### config.mk
export PLATFORM = sky130hd
export DESIGN_NAME = decode_ctrl_pipe
export DESIGN_NICKNAME = d
export VERILOG_FILES = /design/src/rtl/ctrl_pkg.sv /design/src/rtl/ctrl_decode.sv /design/src/rtl/decode_ctrl_pipe.sv
export SDC_FILE = /design/constraint.sdc
export NUM_CORES = 1
export LEC_CHECK = 0
export CORE_MARGIN = 3
export CORE_UTILIZATION = 35
export DETAILED_ROUTE_END_ITERATION = 10
export GPL_TIMING_DRIVEN = 0
export HOLD_SLACK_MARGIN = 0.06
export PLACE_DENSITY = 0.79
export SETUP_SLACK_MARGIN = 0.4
export SLEW_MARGIN = 0
export SYNTH_ARGS = -nofsm -noshare
export SYNTH_HDL_FRONTEND = slang
export SYNTH_SLANG_ARGS = --single-unit
### constraint.sdc
create_clock -name clk -period 3.05 [get_ports clk]
set_input_delay 0.61 -clock clk [delete_from_list [all_inputs] [get_ports clk]]
set_output_delay 0.61 -clock clk [all_outputs]
set_load 0.01 [all_outputs]
### src/rtl/ctrl_pkg.sv
// Shared decode types: control bundle, RV32I/M opcodes and ALU op codes.
package ctrl_pkg;

  localparam logic [6:0] OPC_LOAD   = 7'b0000011;
  localparam logic [6:0] OPC_STORE  = 7'b0100011;
  localparam logic [6:0] OPC_BRANCH = 7'b1100011;
  localparam logic [6:0] OPC_JAL    = 7'b1101111;
  localparam logic [6:0] OPC_JALR   = 7'b1100111;
  localparam logic [6:0] OPC_LUI    = 7'b0110111;
  localparam logic [6:0] OPC_AUIPC  = 7'b0010111;
  localparam logic [6:0] OPC_OP     = 7'b0110011;
  localparam logic [6:0] OPC_OPIMM  = 7'b0010011;

  localparam logic [4:0] ALU_ADD   = 5'd0;
  localparam logic [4:0] ALU_SUB   = 5'd1;
  localparam logic [4:0] ALU_SLL   = 5'd2;
  localparam logic [4:0] ALU_SLT   = 5'd3;
  localparam logic [4:0] ALU_SLTU  = 5'd4;
  localparam logic [4:0] ALU_XOR   = 5'd5;
  localparam logic [4:0] ALU_SRL   = 5'd6;
  localparam logic [4:0] ALU_SRA   = 5'd7;
  localparam logic [4:0] ALU_OR    = 5'd8;
  localparam logic [4:0] ALU_AND   = 5'd9;
  // MUL..REMU occupy 10..17 in funct3 order, so DIV lands on 14.
  localparam logic [4:0] ALU_MUL   = 5'd10;
  localparam logic [4:0] ALU_DIV   = 5'd14;
  localparam logic [4:0] ALU_PASSB = 5'd18;

  localparam logic [1:0] RES_ALU = 2'b00;
  localparam logic [1:0] RES_MEM = 2'b01;
  localparam logic [1:0] RES_PC4 = 2'b10;

  localparam logic [2:0] IMM_I = 3'b000;
  localparam logic [2:0] IMM_S = 3'b001;
  localparam logic [2:0] IMM_B = 3'b010;
  localparam logic [2:0] IMM_U = 3'b011;
  localparam logic [2:0] IMM_J = 3'b100;

  typedef struct packed {
    logic       reg_write;
    logic       mem_write;
    logic       alu_src_a;
    logic       alu_src_b;
    logic [1:0] result_src;
    logic [2:0] imm_src;
    logic [1:0] mem_size;
    logic       mem_signed;
    logic       branch;
    logic       jump;
    logic [2:0] branch_type;
    logic       pc_target_src;
    logic [4:0] alu_ctrl;
    logic       is_div;
    logic       illegal;
  } ctrl_t;

  function automatic logic [4:0] alu_base(input logic [2:0] f3, input logic alt);
    case (f3)
      3'b000:  alu_base = alt ? ALU_SUB : ALU_ADD;
      3'b001:  alu_base = ALU_SLL;
      3'b010:  alu_base = ALU_SLT;
      3'b011:  alu_base = ALU_SLTU;
      3'b100:  alu_base = ALU_XOR;
      3'b101:  alu_base = alt ? ALU_SRA : ALU_SRL;
      3'b110:  alu_base = ALU_OR;
      default: alu_base = ALU_AND;
    endcase
  endfunction

endpackage

### src/rtl/ctrl_decode.sv
// Combinational RV32I decode (RV32M_EN adds MUL..REMU); zero latency, no backpressure.
// Illegal encodings yield illegal=1 with every other field cleared.
module ctrl_decode
  import ctrl_pkg::*;
(
  input  logic [31:0] instr,
  output ctrl_t       ctrl
);

  logic [6:0] opc;
  logic [2:0] f3;
  logic [6:0] f7;
  logic       ill;
  ctrl_t      c;

  assign opc = instr[6:0];
  assign f3  = instr[14:12];
  assign f7  = instr[31:25];

  logic unused_fields;
  assign unused_fields = ^{instr[24:15], instr[11:7]};

  always_comb begin
    c   = '0;
    ill = 1'b0;
    case (opc)
      OPC_LOAD: begin
        c.reg_write  = 1'b1;
        c.alu_src_b  = 1'b1;
        c.result_src = RES_MEM;
        c.imm_src    = IMM_I;
        c.mem_size   = f3[1:0];
        c.mem_signed = ~f3[2];
        ill = (f3 == 3'b011) || (f3[2:1] == 2'b11);
      end
      OPC_STORE: begin
        c.mem_write = 1'b1;
        c.alu_src_b = 1'b1;
        c.imm_src   = IMM_S;
        c.mem_size  = f3[1:0];
        ill = (f3 >= 3'b011);
      end
      OPC_BRANCH: begin
        c.branch      = 1'b1;
        c.imm_src     = IMM_B;
        c.branch_type = f3;
        c.alu_ctrl    = ALU_SUB;
        ill = (f3[2:1] == 2'b01);
      end
      OPC_JAL: begin
        c.reg_write  = 1'b1;
        c.jump       = 1'b1;
        c.result_src = RES_PC4;
        c.imm_src    = IMM_J;
      end
      OPC_JALR: begin
        c.reg_write     = 1'b1;
        c.jump          = 1'b1;
        c.result_src    = RES_PC4;
        c.imm_src       = IMM_I;
        c.alu_src_b     = 1'b1;
        c.pc_target_src = 1'b1;
      end
      OPC_LUI: begin
        c.reg_write = 1'b1;
        c.alu_src_b = 1'b1;
        c.imm_src   = IMM_U;
        c.alu_ctrl  = ALU_PASSB;
      end
      OPC_AUIPC: begin
        c.reg_write = 1'b1;
        c.alu_src_a = 1'b1;
        c.alu_src_b = 1'b1;
        c.imm_src   = IMM_U;
      end
      OPC_OPIMM: begin
        c.reg_write = 1'b1;
        c.alu_src_b = 1'b1;
        c.imm_src   = IMM_I;
        c.alu_ctrl  = alu_base(f3, (f3 == 3'b101) && instr[30]);
        // Shift-immediate encodings reuse imm[11:5] as funct7.
        if (f3 == 3'b001) ill = (f7 != 7'b0000000);
        if (f3 == 3'b101) ill = (f7 != 7'b0000000) && (f7 != 7'b0100000);
      end
      OPC_OP: begin
        c.reg_write = 1'b1;
        if (f7 == 7'b0000000) begin
          c.alu_ctrl = alu_base(f3, 1'b0);
        end else if (f7 == 7'b0100000 && (f3 == 3'b000 || f3 == 3'b101)) begin
          c.alu_ctrl = alu_base(f3, 1'b1);
`ifdef RV32M_EN
        end else if (f7 == 7'b0000001) begin
          c.alu_ctrl = ALU_MUL + {2'b00, f3};
          c.is_div   = f3[2];
`endif
        end else begin
          ill = 1'b1;
        end
      end
      default: ill = 1'b1;
    endcase
    if (ill) begin
      c         = '0;
      c.illegal = 1'b1;
    end
  end

  assign ctrl = c;

endmodule

### src/rtl/decode_ctrl_pipe.sv
// One-entry registered decode stage, 1-cycle latency; valid/ready both sides, full
// throughput; divide ops stall on divider occupancy (RV32M_EN), flush drops the entry.
module decode_ctrl_pipe
  import ctrl_pkg::*;
#(
  parameter int XLEN    = 32,
  parameter int DIV_LAT = 8
) (
  input  logic            clk,
  input  logic            rst,
  input  logic            in_valid,
  output logic            in_ready,
  input  logic [31:0]     in_instr,
  input  logic [XLEN-1:0] in_pc,
  input  logic            flush,
  output logic            out_valid,
  input  logic            out_ready,
  output logic [31:0]     out_instr,
  output logic [XLEN-1:0] out_pc,
  output ctrl_t           out_ctrl,
  output logic            div_busy
);

  typedef enum logic {EMPTY, FULL} state_t;

  state_t state;
  ctrl_t  dec_ctrl;
  logic   stall;
  logic   out_fire;
  logic   in_fire;

  ctrl_decode u_decode (
    .instr (in_instr),
    .ctrl  (dec_ctrl)
  );

  assign stall     = out_ctrl.is_div & div_busy;
  assign out_valid = (state == FULL) & ~stall;
  assign out_fire  = out_valid & out_ready;
  assign in_ready  = ~flush & ((state == EMPTY) | out_fire);
  assign in_fire   = in_valid & in_ready;

  always_ff @(posedge clk or posedge rst) begin
    if (rst) begin
      state     <= EMPTY;
      out_ctrl  <= '0;
      out_instr <= '0;
      out_pc    <= '0;
    end else if (flush) begin
      state <= EMPTY;
    end else if (in_fire) begin
      state     <= FULL;
      out_ctrl  <= dec_ctrl;
      out_instr <= in_instr;
      out_pc    <= in_pc;
    end else if (out_fire) begin
      state <= EMPTY;
    end
  end

`ifdef RV32M_EN
  localparam logic [5:0] DIV_LOAD = 6'(DIV_LAT);

  logic [5:0] div_cnt;
  assign div_busy = (div_cnt != 6'd0);

  // A flushed divide never reached the divider, so it does not reload the count.
  always_ff @(posedge clk or posedge rst) begin
    if (rst) begin
      div_cnt <= 6'd0;
    end else if (out_fire && !flush && out_ctrl.is_div) begin
      div_cnt <= DIV_LOAD;
    end else if (div_cnt != 6'd0) begin
      div_cnt <= div_cnt - 6'd1;
    end
  end
`else
  assign div_busy = 1'b0;

  logic unused_div_lat;
  assign unused_div_lat = ^DIV_LAT;
`endif

endmodule

==> summary.md, run 1 <==
| Metric | Value |
|---|---|
| Status | `finished, final reports clean` |
| Vias in the first global route | `3,475` |
| Post-synth EDFFs | `0` |
| Grt ovf | `0` |
| CTS Root Cell | `clkbuf_8` |
| Final hold vios | `0` |
| CP max stage cell | `or4_4` |
| Clk buf depth | `2` |
| Final GP Congestion | `0.8412` |
| Least-Margin Pin Slew | `741.6 ps` |
| First-pass GRT wire length | `17,220 um` |
| Port Buffers | `155` |
| CP Launch Type | `input pin` |
| Min cycle time layout | `2578 ps` |
| Worst-path cell chain | `clkdlybuf4s50_1 -> or4_4 -> o31ai_2 -> a21oi_2 -> nor4_4 -> a41oi_1` |
| Sequential share of power | `47.9%` |
| Register-to-Register Path Depth | `7` |
| Most frequent cells in the layout | `201 x nand2_1, 155 x clkdlybuf4s50_1, 88 x dfrtp_1` |
| Library cells used by synthesis | `45` |
| Slowest stage delay, CP | `590 ps` |
| Synth Area in Simple Gates | `27.79%` |
| Largest family of logic cells by synthesized area | `simple AND/OR/NAND/NOR gates` |
| CTS hold repair buffers | `0` |
| YS warnings | `0` |
| Dpl cell area | `5569 um^2` |
| Final setup fails | `0` |
| Final core utilization | `55.24%` |
| Post-synthesis to final-layout area growth | `52.09%` |
| Psw | `0.7825 mW` |
| CTS H-Tree Depth | `3` |
| P per Cell Area | `492.5 nW/um^2` |
| CTS tree | `yes` |
| Layout cells sized above 1 | `5.556%` |
| Sw frac | `27.49%` |
| Worst Setup EP | `out_ctrl[0]$_DFFE_PP0P_` |
| DRT iter0 DRCs | `151` |
| Required time worst endpoint | `3260 ps` |
| Flops & latches, synth | `88` |
| WL per Instance | `15.06 um` |
| CTS buffer count | `9` |
| Ys async rst share | `100.0%` |
| Clock network power share | `28.0%` |
| Adder-Cell Fraction of Synth Area | `0%` |
| Critical path class | `in -> reg` |
| Number of max-cap violations | `0` |
| Worst path depth | `6` |
| Fin Hold WS | `475.5 ps` |
| Register area share after synthesis | `57.95%` |
| Leak pwr | `2.672 nW` |
| Die Width | `110.2 um` |
| Synth Area in Compound Gates | `10.21%` |
| Syn Area/Cell | `9.026 um^2` |
| Critical path capture point type | `flip-flop` |
| Std cell rows | `37` |
| Hold Path Class | `reg -> reg` |
| Fin area | `5779 um^2` |
| Delay-heaviest family, CP | `simple AND/OR/NAND/NOR gates` |
| Post-Synth XOR/XNOR Area | `0.4610%` |
| Critical Path AT | `2790 ps` |
| Post-Synthesis Cells | `421` |
| I/O pins | `161` |
| Initial antenna violation count | `0` |
| FF-to-FF Start | `out_valid$_DFFE_PP0P_` |
| Core area | `10,460 um^2` |
| Die Ht | `110.2 um` |
| Routed vias | `3,474` |
| Nets | `659` |
| Initial core utilization | `36.32%` |
| Commonest non-fill, non-tap cell in the layout | `nand2_1` |
| Number of clock sinks | `88` |
| Largest net degree at the start of global routing | `43` |
| DP HPWL | `8224 um` |
| Filler Cell Count | `967` |
| Clock skew | `10.03 ps` |
| Period utilization | `84.52%` |
| Comb power frac | `24.1%` |
| Slew Limit Headroom | `49.91%` |
| Peak supply drop | `0.0002709 V` |
| GRT Resource Usage Total | `18.13%` |
| Clock transition at the registers of the reported paths | `80 ps` |
| Critical path launch point | `in_instr[31]` |
| WL final | `10,990 um` |
| Full die area | `12,140 um^2` |
| Drt drc | `0` |
| Main synth FF type | `dfrtp_1` |
| Worst R2R End | `out_instr[20]$_DFFE_PP0P_` |
| Worst-Skew Late Latency | `350 ps` |
| Via density | `4.759` |
| Peak fanout along the critical path | `8` |
| Fin. max-slew vios | `0` |
| F_max | `387.9 MHz` |
| Crit path buf inv count | `1` |
| Unrepaired setup endpoints after global routing | `false` |
| Internal reg-to-reg setup slack | `890 ps` |
| Internal | `2.064 mW` |
| Proportion of synthesized area in mux cells | `0%` |
| Antenna cells | `0` |
| Post-Syn Area | `3800 um^2` |
| Remaining antenna violation count after routing | `0` |
| Initial DRT Pass Iterations | `4` |
-- final cells by class --
type                    instances  area [um^2]  share of cell area, %
multi-input cells             302         1490                  25.78
clock buffers                  12        145.1                  2.511
inverters                       4        18.77                 0.3247
clock inverters                 3        42.54                 0.7361
plain buffers                  28        118.9                  2.057
well taps                     136        170.2                  2.944
flip-flops and latches         88         2202                  38.10
repair buffers                157         1592                  27.54
-- how the worst min path moves through the flow --
| stage | startpoint | end | slack [ps] | cells after the start |
|---|---|---|---|---|
| after CTS | out_instr[0]$_DFFE_PP0P_ | out_instr[0]$_DFFE_PP0P_ | 480 | 2 |
| after global placement | out_pc[3]$_DFFE_PP0P_ | out_pc[3]$_DFFE_PP0P_ | 460 | 2 |
| after global routing | out_instr[25]$_DFFE_PP0P_ | out_instr[25]$_DFFE_PP0P_ | 500 | 2 |
| after detailed placement | out_pc[13]$_DFFE_PP0P_ | out_pc[13]$_DFFE_PP0P_ | 460 | 2 |
| after floorplan | out_ctrl[3]$_DFFE_PP0P_ | out_ctrl[3]$_DFFE_PP0P_ | 510 | 2 |
| final | out_pc[8]$_DFFE_PP0P_ | out_pc[8]$_DFFE_PP0P_ | 480 | 2 |
-- through the flow --
stage / cells / setup WS [ps] / setup TNS (ps) / power (mW)
after detailed placement: 715 / -125.9 / -1561 / 2.074
after global routing: 730 / 411.8 / 0 / 3.005
after floorplan: 422 / 803.0 / 0 / 1.640
after global placement: 713 / -128.8 / -774.8 / 2.050
final: 730 / 472.2 / 0 / 2.846
after CTS: 730 / 413.5 / 0 / 2.883
-- flip-flops by register name, indices dropped and copies added (netlist names) --
register	count
out_valid	1
out_ctrl	23
out_pc	32
out_instr	32
-- worst reg2reg max path, stage by stage, from the launching register on --
cell	delay, ps
dfrtp_1	350
nor2b_1	250
nor2_1	100
nand2_1	280
clkbuf_1	480
clkbuf_1	420
nand2_1	130
nand2_1	80
-- cells by family (layout without fill, tap and decap cells) --
| group | count (synthesis) | in the layout |
|---|---|---|
| DFF | 88 | 88 |
| AOI/OAI and AO/OA | 48 | 48 |
| and+or+nand+nor | 250 | 250 |
| other | 1 | 2 |
| buffers and inverters | 32 | 204 |
| xor gates and xnor gates | 2 | 2 |
-- power groups by stage --
stage | sequential (mW) | clock, mW | combinational [mW]
after floorplan | 1.44 | 0 | 0.196
after global placement | 1.38 | 0 | 0.668
after detailed placement | 1.38 | 0 | 0.689
after CTS | 1.36 | 0.826 | 0.693
after global routing | 1.38 | 0.874 | 0.750
final | 1.36 | 0.797 | 0.686
-- synthesized netlist by cell type (all sizes together), types with 2 or more instances --
| master | n | area share [%] |
|---|---|---|
| nand2b | 4 | 0.66 |
| o211ai | 3 | 0.59 |
| a31o | 2 | 0.46 |
| buf | 4 | 0.69 |
| or4bb | 2 | 0.59 |
| a21oi | 6 | 0.89 |
| o31ai | 2 | 0.53 |
| a32o | 6 | 1.6 |
| nor3b | 3 | 0.59 |
| nor2b | 3 | 0.49 |
| clkbuf | 24 | 2.4 |
| dfrtp | 88 | 58 |
| nor2 | 16 | 1.6 |
| or4 | 2 | 0.49 |
| nor3 | 3 | 0.40 |
| o22ai | 2 | 0.33 |
| o21ai | 8 | 1.1 |
| nand3b | 2 | 0.40 |
| o41ai | 3 | 0.69 |
| inv | 4 | 0.40 |
| nor4 | 2 | 0.72 |
| nand2 | 201 | 20 |
| and3 | 3 | 0.53 |
| a22o | 10 | 2.3 |
| nand3 | 6 | 0.79 |
-- metal layers --
metal / up-vias / share of wire [%] / global-route usage [%] / wire length [um]
li1: 1703 / - / - / -
met1: 1647 / 44 / 23.23 / 4837
met2: 112 / 48 / 29.94 / 5251
met3: 12 / 6.8 / 5.475 / 750
met4: 0 / 1.4 / 4.837 / 151
met5: - / 0 / 0 / 0
-- repair_timing --
item / CTS / global route
endpoints found under the setup margin: 50 / 4
setup buffers: 0 / 0
hold endpoints to repair: 0 / 0
pin swaps: 0 / 0
gates resized for setup: 1 / 4
Power figures use the tool's default switching activity.
==> inputs of run 2 (changes only) <==
--- a/config.mk
+++ b/config.mk
@@ -10,7 +10,7 @@
 export DETAILED_ROUTE_END_ITERATION = 10
 export GPL_TIMING_DRIVEN = 0
 export HOLD_SLACK_MARGIN = 0.06
-export PLACE_DENSITY = 0.79
+export PLACE_DENSITY = 0.76
 export SETUP_SLACK_MARGIN = 0.4
 export SLEW_MARGIN = 0
 export SYNTH_ARGS = -nofsm -noshare
==> constraint.sdc (replaced) <==
create_clock -name clk -period 2.5 [get_ports clk]
set_input_delay 0.5 -clock clk [delete_from_list [all_inputs] [get_ports clk]]
set_output_delay 0.5 -clock clk [all_outputs]
set_load 0.01 [all_outputs]
==> summary.md, run 2 (same netlist as run 1, synthesis figures left out) <==
| Metric | Value |
|---|---|
| Initial DRT Pass Iterations | `4 (unchanged)` |
| Clock transition at the registers of the reported paths | `90 ps (about the same)` |
| Clock network power share | `28.5% (+0.5 points)` |
| P per Cell Area | `596.2 nW/um^2 (+21%)` |
| Leak pwr | `2.777 nW (+3.9%)` |
| Vias in the first global route | `3,587 (+3.2%)` |
| Worst-Skew Late Latency | `340 ps (about the same)` |
| DRT iter0 DRCs | `157 (+4.0%)` |
| Filler Cell Count | `946 (-2.2%)` |
| Peak supply drop | `0.0003055 V (+13%)` |
| Internal | `2.556 mW (+24%)` |
| I/O pins | `161 (unchanged)` |
| First-pass GRT wire length | `17,420 um (+1.2%)` |
| Sw frac | `27.47% (about the same)` |
| Grt ovf | `0 (unchanged)` |
| Hold path cells | `3 (+1)` |
| Fin area | `5911 um^2 (+2.3%)` |
| CP Launch Type | `input pin` |
| Hold Crit Start | `in_instr[27]` |
| Remaining antenna violation count after routing | `0 (unchanged)` |
| Fin Hold WS | `472.0 ps (-3.448 ps)` |
| Worst R2R End | `out_instr[30]$_DFFE_PP0P_` |
| Core area | `10,460 um^2 (unchanged)` |
| FF-to-FF Start | `out_valid$_DFFE_PP0P_` |
| Die Ht | `110.2 um (unchanged)` |
| Routed vias | `3,570 (+2.8%)` |
| Hold endpoint | `out_instr[27]$_DFFE_PP0P_` |
| Antenna cells | `0 (unchanged)` |
| GRT Resource Usage Total | `18.49% (+0.36 points)` |
| Critical path class | `in -> reg` |
| Initial antenna violation count | `0 (unchanged)` |
| F_max | `487.9 MHz` |
| Peak fanout along the critical path | `3 (-5)` |
| Layout cells sized above 1 | `9.699% (+4.1 points)` |
| Fin. max-slew vios | `0 (unchanged)` |
| Post-synthesis to final-layout area growth | `55.55%` |
| Register-to-Register Path Depth | `6 (-1)` |
| Unrepaired setup endpoints after global routing | `false` |
| Critical path capture point type | `flip-flop` |
| Critical Path AT | `2330 ps (-460 ps)` |
| Drt drc | `0 (unchanged)` |
| Period utilization | `81.98%` |
| Min cycle time layout | `2050 ps` |
| Power, Total | `3.524 mW (+24%)` |
| Slew Limit Headroom | `55.70% (+5.8 points)` |
| Sequential share of power | `47.2% (-0.7 points)` |
| WL final | `11,300 um (+2.8%)` |
| CTS Root Cell | `clkbuf_8` |
| Final hold vios | `0 (unchanged)` |
| Number of clock sinks | `88 (unchanged)` |
| Internal reg-to-reg setup slack | `700 ps (-190 ps)` |
| WL per Instance | `15.39 um (+2.2%)` |
| Commonest non-fill, non-tap cell in the layout | `nand2_1` |
| Top Registers | `out_instr: 32 flops, out_pc: 32 flops, out_ctrl: 23 flops` |
| Number of max-cap violations | `0 (unchanged)` |
| Nets | `662 (+0.46%)` |
| Std cell rows | `37 (unchanged)` |
| Final setup fails | `0 (unchanged)` |
| CTS buffer count | `9 (unchanged)` |
| Via density | `4.864 (+2.2%)` |
| Required time worst endpoint | `2790 ps (-470 ps)` |
| Psw | `0.9681 mW (+24%)` |
| DP HPWL | `8373 um (+1.8%)` |
| Status | `finished, final reports clean` |
| Full die area | `12,140 um^2 (unchanged)` |
| Hold Path Class | `in -> reg` |
| CTS H-Tree Depth | `3 (unchanged)` |
| Final GP Congestion | `0.8584 (+2.0%)` |
| Initial core utilization | `36.32% (unchanged)` |
| Most frequent cells in the layout | `201 x nand2_1, 145 x clkdlybuf4s50_1, 88 x dfrtp_1` |
| Clock skew | `10.44 ps (+0.4140 ps)` |
| Least-Margin Pin Slew | `663.1 ps (-78.52 ps)` |
| Comb power frac | `24.3% (+0.2 points)` |
| Die Width | `110.2 um (unchanged)` |
| CTS tree | `yes` |
| Clk buf depth | `2 (unchanged)` |
| Largest net degree at the start of global routing | `34 (-21%)` |
| Port Buffers | `155 (unchanged)` |
| Dpl cell area | `5584 um^2 (+0.27%)` |
==> run 2: stage by stage <==
stage	setup slack, ps	setup TNS, ps	cells	utilization (%)
2_1_floorplan	391.9	0	422	-
3_3_place_gp	-687.2	-37590	713	52.99
3_5_place_dp	-588.0	-32170	715	53.37
4_1_cts	395.5	0	734	56.09
5_1_grt	380.9	0	734	56.49
6_report	450.5	0	734	56.49
==> run 2: worst max-delay path, cell delays in order <==
cell             delay [ps]
clkdlybuf4s15_1         180
or4_4                   590
o31ai_4                 280
or4bb_1                 420
o211ai_1                210
a22o_1                  150
==> run 2: cell type report <==
type	instances	area, um^2	area share, %
clock buffer	13	158.9	2.688
sequential	88	2202	37.26
buffer	28	146.4	2.477
clock inverter	3	40.04	0.6774
multi-input combinational	302	1558	26.35
tap	136	170.2	2.879
timing repair buffer	160	1617	27.35
inverter	4	18.77	0.3175
==> run 2: power by group through the flow <==
stage | combinational (mW) | sequential [mW] | clock (mW)
6_report | 0.855 | 1.66 | 1.01
5_1_grt | 0.938 | 1.68 | 1.11
4_1_cts | 0.858 | 1.67 | 1.04
3_5_place_dp | 0.846 | 1.69 | 0
3_3_place_gp | 0.824 | 1.68 | 0
2_1_floorplan | 0.240 | 1.76 | 0
==> run 2: repair_timing <==
item	in CTS	in global routing
gates resized for setup	28	31
pin swaps	7	6
gates cloned	0	0
buffers inserted	3	0
hold buffers	0	0
setup endpoints to repair	83	65
==> run 2: worst max path at each step <==
stage	startpoint	end	slack, ps	depth (start not counted)
floorplan	in_instr[31]	out_ctrl[0]$_DFFE_PP0P_	390	5
global placement	out_ready	out_instr[30]$_DFFE_PP0P_	-690	7
detailed placement	out_ready	out_instr[30]$_DFFE_PP0P_	-590	7
finish	in_instr[26]	out_ctrl[2]$_DFFE_PP0P_	450	6
global route	in_instr[14]	out_ctrl[0]$_DFFE_PP0P_	380	8
CTS	out_ready	out_instr[30]$_DFFE_PP0P_	400	7
==> run 2: metal layers <==
metal | global-route usage, % | up-vias | wire length [um]
met5 | 0 | - | 0
met4 | 7.036 | 0 | 256
met3 | 5.533 | 20 | 897
met2 | 30.81 | 137 | 5604
met1 | 22.60 | 1704 | 4539
li1 | - | 1709 | -
